## src/rtl/lsu_mem_initiator.sv

```systemverilog
// lsu_mem_initiator: load/store unit facing the external data-memory bus.
// Converts core load/store requests into byte-enabled word requests, stalls
// the core until the access completes, replicates store data across byte
// lanes and extracts and extends load data from the registered read word.
//
// Optional build macro: LSU_MISALIGN_CHECK_EN
//   defined   -> misaligned H/HU/W requests are refused in IDLE with a
//                one-cycle core_misalign_o pulse and no bus request.
//   undefined -> core_misalign_o is tied 0; misaligned accesses are issued
//                with truncated byte lanes (H) or an ignored offset (W).
module lsu_mem_initiator #(
    parameter int ADDR_W = 32,
    parameter int DATA_W = 32
) (
    input  logic              clk_i,
    input  logic              rst_i,
    input  logic              core_req_i,
    input  logic              core_we_i,
    input  logic [2:0]        core_size_i,
    input  logic [ADDR_W-1:0] core_addr_i,
    input  logic [DATA_W-1:0] core_wd_i,
    output logic [DATA_W-1:0] core_rd_o,
    output logic              core_stall_o,
    output logic              core_misalign_o,
    output logic              mem_req_o,
    output logic              mem_we_o,
    output logic [3:0]        mem_be_o,
    output logic [ADDR_W-1:0] mem_addr_o,
    output logic [DATA_W-1:0] mem_wd_o,
    input  logic [DATA_W-1:0] mem_rd_i,
    input  logic              mem_ready_i
);

    // funct3 size codes; 3, 6 and 7 are undefined and behave as a word
    localparam logic [2:0] SZ_B  = 3'd0;
    localparam logic [2:0] SZ_H  = 3'd1;
    localparam logic [2:0] SZ_W  = 3'd2;
    localparam logic [2:0] SZ_BU = 3'd4;
    localparam logic [2:0] SZ_HU = 3'd5;

    typedef enum logic [1:0] {
        ST_IDLE = 2'd0,
        ST_WAIT = 2'd1,
        ST_DONE = 2'd2
    } state_t;

    state_t      state_q;
    logic [1:0]  off_q;
    logic [2:0]  size_q;
    logic        we_q;

    logic        req_misaligned;
    logic        issue;
    logic [3:0]  be_calc;
    logic [31:0] wd_calc;
    logic [7:0]  byte_sel;
    logic [15:0] half_sel;
    logic [31:0] load_data;

    // Misalignment detection; undefined size codes are never flagged
`ifdef LSU_MISALIGN_CHECK_EN
    assign req_misaligned = core_req_i &&
        ((((core_size_i == SZ_H) || (core_size_i == SZ_HU)) && core_addr_i[0]) ||
         ((core_size_i == SZ_W) && (core_addr_i[1:0] != 2'b00)));
`else
    assign req_misaligned = 1'b0;
`endif

    // A bus request is live while the core asks in IDLE or while waiting
    assign issue = ((state_q == ST_IDLE) && core_req_i && !req_misaligned) ||
                   (state_q == ST_WAIT);

    // Byte-lane enables and lane-replicated store data from the core request
    always_comb begin
        case (core_size_i)
            SZ_B, SZ_BU: begin
                be_calc = 4'b0001 << core_addr_i[1:0];
                wd_calc = {4{core_wd_i[7:0]}};
            end
            SZ_H, SZ_HU: begin
                be_calc = 4'b0011 << {core_addr_i[1], 1'b0};
                wd_calc = {2{core_wd_i[15:0]}};
            end
            default: begin
                be_calc = 4'b1111;
                wd_calc = core_wd_i;
            end
        endcase
    end

    // Extract and extend load data using the offset and size latched at acceptance
    always_comb begin
        byte_sel = mem_rd_i[{off_q, 3'b000} +: 8];
        half_sel = off_q[1] ? mem_rd_i[31:16] : mem_rd_i[15:0];
        case (size_q)
            SZ_B:    load_data = {{24{byte_sel[7]}}, byte_sel};
            SZ_BU:   load_data = {24'h0, byte_sel};
            SZ_H:    load_data = {{16{half_sel[15]}}, half_sel};
            SZ_HU:   load_data = {16'h0, half_sel};
            default: load_data = mem_rd_i;
        endcase
    end

    // Access sequencing: IDLE -> (WAIT) -> DONE -> IDLE, latching the access fields on acceptance
    // NOTE: sequential state uses non-blocking assignments so every register
    // samples pre-edge values, independent of statement order.
    always_ff @(posedge clk_i) begin
        if (rst_i) begin
            state_q <= ST_IDLE;
            off_q   <= 2'b00;
            size_q  <= 3'd0;
            we_q    <= 1'b0;
        end else begin
            case (state_q)
                ST_IDLE: begin
                    if (core_req_i && !req_misaligned) begin
                        if (mem_ready_i) begin
                            off_q   <= core_addr_i[1:0];
                            size_q  <= core_size_i;
                            we_q    <= core_we_i;
                            state_q <= ST_DONE;
                        end else begin
                            state_q <= ST_WAIT;
                        end
                    end
                end
                ST_WAIT: begin
                    if (mem_ready_i) begin
                        off_q   <= core_addr_i[1:0];
                        size_q  <= core_size_i;
                        we_q    <= core_we_i;
                        state_q <= ST_DONE;
                    end
                end
                ST_DONE: state_q <= ST_IDLE;
                default: state_q <= ST_IDLE;
            endcase
        end
    end

    // Output decode; everything is held at 0 while reset is asserted
    // NOTE: every output gets a default before the case so no path leaves one
    // unassigned, which would otherwise infer a latch.
    always_comb begin
        core_rd_o       = '0;
        core_stall_o    = 1'b0;
        core_misalign_o = 1'b0;
        mem_req_o       = 1'b0;
        mem_we_o        = 1'b0;
        mem_be_o        = 4'b0000;
        mem_addr_o      = '0;
        mem_wd_o        = '0;
        if (!rst_i) begin
            mem_addr_o   = core_addr_i;
            mem_req_o    = issue;
            core_stall_o = issue;
            if (state_q == ST_IDLE) begin
                core_misalign_o = req_misaligned;
            end
            if ((state_q == ST_DONE) && !we_q) begin
                core_rd_o = load_data;
            end
            if (issue) begin
                mem_we_o = core_we_i;
                mem_be_o = be_calc;
                mem_wd_o = wd_calc;
            end
        end
    end

endmodule

```

## config.mk

```make
export PLATFORM = sky130hd
export DESIGN_NAME = lsu_mem_initiator
export DESIGN_NICKNAME = d
export VERILOG_FILES = /design/src/rtl/lsu_mem_initiator.sv
export SDC_FILE = /design/constraint.sdc
export NUM_CORES = 1
export LEC_CHECK = 0
export BUFFER_PORTS_ARGS = -buffer_cell sky130_fd_sc_hd__clkbuf_2
export CAP_MARGIN = 20
export CORE_MARGIN = 5
export CORE_UTILIZATION = 32
export CTS_BUF_LIST = sky130_fd_sc_hd__clkbuf_16
export CTS_CLUSTER_SIZE = 20
export DETAILED_ROUTE_END_ITERATION = 8
export PLACE_DENSITY_LB_ADDON = 0.12
export SYNTH_ARGS = -nofsm -noshare
export SYNTH_HDL_FRONTEND = slang
export SYNTH_SLANG_ARGS = --single-unit
```

## constraint.sdc

```tcl
create_clock -name clk_i -period 1.8 [get_ports clk_i]
set_input_delay 0.09 -clock clk_i [delete_from_list [all_inputs] [get_ports clk_i]]
set_output_delay 0.09 -clock clk_i [all_outputs]
set_load 0.05 [all_outputs]
```

# Word level (Yosys, flattened, before mapping)
# Index checks and enable logic that the tools add are counted.
dict set report classes {
  n_addsub 0
  multipliers 0
  div 0
  order_cmp 0
  n_eq_ne 10
  shifts 3
  n_mux 27
  n_bitwise 0
  reduce_logical 12
}
# cell n
set ops {}
lappend ops {{32-bit two-way mux} 5}
lappend ops {{32-bit case mux with 4 select lines} 1}
lappend ops {{32-bit case mux with 2 select lines} 1}
lappend ops {{32-bit by 6-bit variable part select with 8-bit output} 1}
lappend ops {{16-bit two-way mux} 1}
lappend ops {{3-bit == test, second input constant} 4}
lappend ops {{2-bit two-way mux} 5}
lappend ops {{4-bit two-way mux} 2}
lappend ops {{2-bit case mux with 2 select lines} 2}
lappend ops {{4-bit case mux with 2 select lines} 1}
lappend ops {{3-bit by 1-bit == test with 1-bit output, second input constant} 2}
lappend ops {{3-bit logical NOT} 2}
lappend ops {{3-bit two-way mux} 2}
lappend ops {{3-bit case mux with 2 select lines} 1}
lappend ops {{1-bit two-way mux} 5}
lappend ops {{2-bit != test, second input constant} 2}
lappend ops {{2-bit AND reduction} 2}
lappend ops {{2-bit OR reduction} 2}
lappend ops {{1-bit by 2-bit << shifter with 4-bit output, first input constant} 1}
lappend ops {{2-bit by 2-bit << shifter with 4-bit output, first input constant} 1}
lappend ops {{2-bit by 1-bit == test with 1-bit output, second input constant} 1}
lappend ops {{2-bit == test, second input constant} 1}
lappend ops {{1-bit logical AND} 2}
lappend ops {{2-bit logical NOT} 1}
lappend ops {{4 further kinds} 4}
dict set report totals {
  register_bits 8
  latchBits 0
  ram_bits 0
  mem_bits_ro 0
  inputBits 104
  elab_cells 56
  n_memories 0
}

# Depth between registers and ports, before layout
dict set report depth {
  word_depth 5
  ltp_mapped 7
}

# Worst setup path before layout
# OpenSTA, ideal clock, no wires.
dict set report synth_timing {
  path_type {register to output}
  startpoint {register off_q[1]}
  endpoint {output port core_rd_o[1]}
  arrival_time_ns 3.561
  slack_ns -1.851
  stages_incl_launch_ff 5
  path_buffers 2
  path_cell_list {dfxtp_1 -> clkbuf_1 -> clkbuf_1 -> o22ai_1 -> a2111oi_0}
}
dict set report synth_between {
  elab_chain_cells 4
}
# element line_no
set synth_lines {}
lappend synth_lines {{start, declared} 48} ;# logic [1:0] off_q;
lappend synth_lines {{start signal, assigned} 118} ;# off_q <= core_addr_i[1:0];
lappend synth_lines {{start signal, assigned} 129} ;# off_q <= core_addr_i[1:0];
lappend synth_lines {{32-bit by 6-bit variable part select with 8-bit output or 16-bit two-way mux (tied branches)} {93, 94}}
lappend synth_lines {{32-bit case mux with 4 select lines *} 95} ;# case (size_q)
lappend synth_lines {{32-bit two-way mux *} 160} ;# if ((state_q == ST_DONE) && !we_q) begin
lappend synth_lines {{32-bit two-way mux *} 153} ;# if (!rst_i) begin
lappend synth_lines {{end, declared} 22} ;# output logic [DATA_W-1:0] core_rd_o,
# Every way passes the cells marked *; elsewhere a longest branch is shown, timed or not.

# Worst setup path in the final report
dict set report layout_timing {
  startpoint {register off_q[1]}
  endpoint {output port core_rd_o[28]}
}
# Same word-level chain as after synthesis.

==> results by group <==
Floorplanning
  • Starting density of the core: around a third
  • Ports: 208
  • Die X: around 86 um
  • Floorplan core area: 5570 um^2
  • Full die area: between 7000 and 8000 um^2
  • Std-Cell Rows: 27
  • Die height: 86.3 um

Finish
  • FILL cells: 407
  • Storage cell area: between 150 and 200 um^2
  • Antenna Cells: 0
  • Multi-input logic area: 1950 um^2
  • Area growth syn-to-layout: 130%
  • Share of cells above drive strength 1: roughly three fifths
  • Fin area: 4290 um^2
  • Nets: roughly 620

Clock tree
  • H-Tree Depth: 1
  • Total CTS buffers: 3
  • Maximum buffer depth of the clock tree: 2
  • Worst skew pair latency: 230 ps
  • CTS Root Cell: clkbuf_16
  • Clk pin slew, worst setup/hold paths: 40 ps
  • Clk sinks: 8
  • Hold Buf Count CTS: 0
  • CTS tree: built

Place
  • Final GP Congestion: 0.845
  • Port Buf Inserts: 206
  • Post-place instance area: roughly 3700 um^2
  • Detailed Place HPWL: 7640 um

Setup path
  • Worst Setup Start Kind: flip-flop
  • Worst Path Buf+Inv: 2
  • Critical path's slowest cell: or4_4
  • Max stage delay on crit path: around 560 ps
  • Reg-to-reg slack, setup: about 400 ps
  • Cell count of the worst reg-to-reg path: 5
  • Crit Path Max Fanout: 5
  • Stages on worst setup path: 6
  • Crit path cell chain: mux4_2 > mux2i_1 > or4_4 > buf_12 > nand2_8 > clkbuf_16
  • CP Capture Type: output pin
  • Worst r2r src: state_q[0]
  • Worst path arrival time: slightly below 2000 ps
  • Delay-heaviest family, CP: simple AND/OR/NAND/NOR gates
  • Worst setup path endpoint: core_rd_o[28]
  • Worst endpoint required time: approximately 1700 ps
  • Crit Path Class: flip-flop to output pin
  • Reg-to-reg endpoint: size_q[1]
  • Worst setup startpoint: off_q[1]

Yosys
  • Post-synth cell types: 33
  • Count leader, synth: nand2_1
  • Synth top cells by count: nand2_1, nor2_1, nor2b_1
  • Avg Cell Area, Syn: 6.13 um^2
  • Top post-synthesis cells by area: mux2i_1, nor2b_1, nand2_1, dfxtp_1, nor2_1
  • Seq/Total Area, Yosys: 8.60%
  • Post-Syn Area: ~1900 um^2
  • Post-synth EDFFs: 0
  • Commonest register cell after synthesis: dfxtp_1
  • Area fraction of the dominant cell type after synthesis: approximately 12%
  • Asr flop ratio synth: 0%
  • Net Count, Synth: 408
  • Warnings, synthesis: 0
  • Synth area leader: mux2i_1
  • Register bit total from synthesis: 8
  • Synth Instances: 304

Drt
  • Antenna violation net count after detailed routing: 0
  • DR pass1 iterations: 5
  • Detailed-route via count: just over 3000
  • DRT Wirelength: 9720 um
  • Residual DRC: 0
  • Vias per Instance: 5.20
  • DR WL/cell: 16.5 um
  • DR iter-0 viols: 112

Global route
  • GRT Overall Usage: about a quarter
  • Vias in the first global route: 3011
  • First-pass GRT wire length: 14600 um
  • Grt total ovfl: 0
  • Largest net degree at the start of global routing: 41
  • Initial antenna violation count: 0

STA
  • Crit share post-route: 115%
  • Fmax: 485 MHz
  • Final Hold Viols: 0
  • Max Clock Skew: 0.614 ps
  • Final WS setup: -262 ps
  • Fin Setup TNS: -5490 ps
  • Setup violations, final: 28
  • Slew Limit Fails: 0
  • Crit path time final: 2060 ps
  • RSZ-0062 raised after global routing: true

Outcome
  • Failing checks: setup timing
  • Status: complete, but fails checks

Power
  • Power Dens Cells: 412 nW/um^2
  • Peak supply drop: ~0.37 mV
  • Leakage power: approximately 2.1 nW

Worst hold path
  • Worst hold path class: input port to flip-flop

Job
  • Number of max-cap violations: 0
-- sequential cells by signal (all words and copies together), names as in the netlist --
register / flops
size_q: 3
off_q: 2
state_q: 2
we_q: 1
-- placed cells by master (no fill, tap or decap), types with 12 or more instances in the layout --
| master | instances |
|---|---|
| clkbuf_2 | 139 |
| nand2_1 | 45 |
| nor2b_1 | 35 |
| buf_4 | 28 |
| buf_12 | 25 |
| nor2_1 | 24 |
| mux2i_1 | 23 |
| clkbuf_4 | 21 |
| o21ai_0 | 16 |
| a21oi_1 | 15 |
| nor2_2 | 12 |
-- per-stage QoR --
stage,instances,util (%),total power [W],worst slack (ps),hold slack [ps]
3_5_place_dp,580,66.6,0.00127,-221,287
2_1_floorplan,304,-,0.000893,-227,162
4_1_cts,587,74.4,0.00172,-269,46.6
6_report,588,77.0,0.00177,-262,50.0
3_3_place_gp,580,66.6,0.00126,-195,284
5_1_grt,588,77.0,0.00185,-320,53.8
-- area by class of cell --
type / instances / area share (%)
multi-input cells: 256 / 45.5
inverters: 9 / 0.845
well taps: 72 / 2.10
clock buffers: 3 / 1.75
repair buffers: 240 / 46.0
flip-flops and latches: 8 / 3.82
-- per-layer routing --
metal | vias to the layer above | wire length [um] | part of all wire, % | global-route usage (%)
li1 | 1462 | - | - | -
met1 | 1403 | 3380 | 35 | 25.6
met2 | 167 | 5270 | 54 | 46.8
met3 | 25 | 819 | 8.4 | 5.23
met4 | 0 | 248 | 2.6 | 6.23
met5 | - | 0 | 0 | 0
-- power by group --
| part | switching [W] | leakage (nW) | internal, W |
|---|---|---|---|
| logic | 0.000748 | 2.01 | 0.000455 |
| clock network | 0.0000808 | 0.0370 | 0.000286 |
| registers | 0.0000126 | 0.0668 | 0.000189 |
| total | 0.000841 | 2.11 | 0.000930 |
-- logic make-up after synthesis --
logic type | after synthesis | share of synthesized area [%]
AO/OA/AOI/OAI | 64 | 21.9
buffers and inverters | 40 | 9.00
flip-flops | 8 | 8.60
other | 1 | 0.201
AND/OR/NAND/NOR | 163 | 43.1
multiplexers | 28 | 17.2
-- how the worst min path moves through the flow --
stage / startpoint / endpoint / slack, ps / cells past startpoint
2_1_floorplan: mem_ready_i / state_q[0] / 160 / 1
3_3_place_gp: mem_ready_i / state_q[0] / 280 / 2
3_5_place_dp: mem_ready_i / state_q[0] / 290 / 2
4_1_cts: mem_ready_i / state_q[0] / 50 / 2
5_1_grt: mem_ready_i / state_q[0] / 50 / 2
6_report: mem_ready_i / state_q[0] / 50 / 2
-- timing repair --
action                                  CTS  global route
pin swaps                                16             3
endpoints found under the setup margin   69            68
buffers inserted                          3             3
resized for setup                        83            44
gates cloned                              1             0
(Power assumes the default switching activity.)
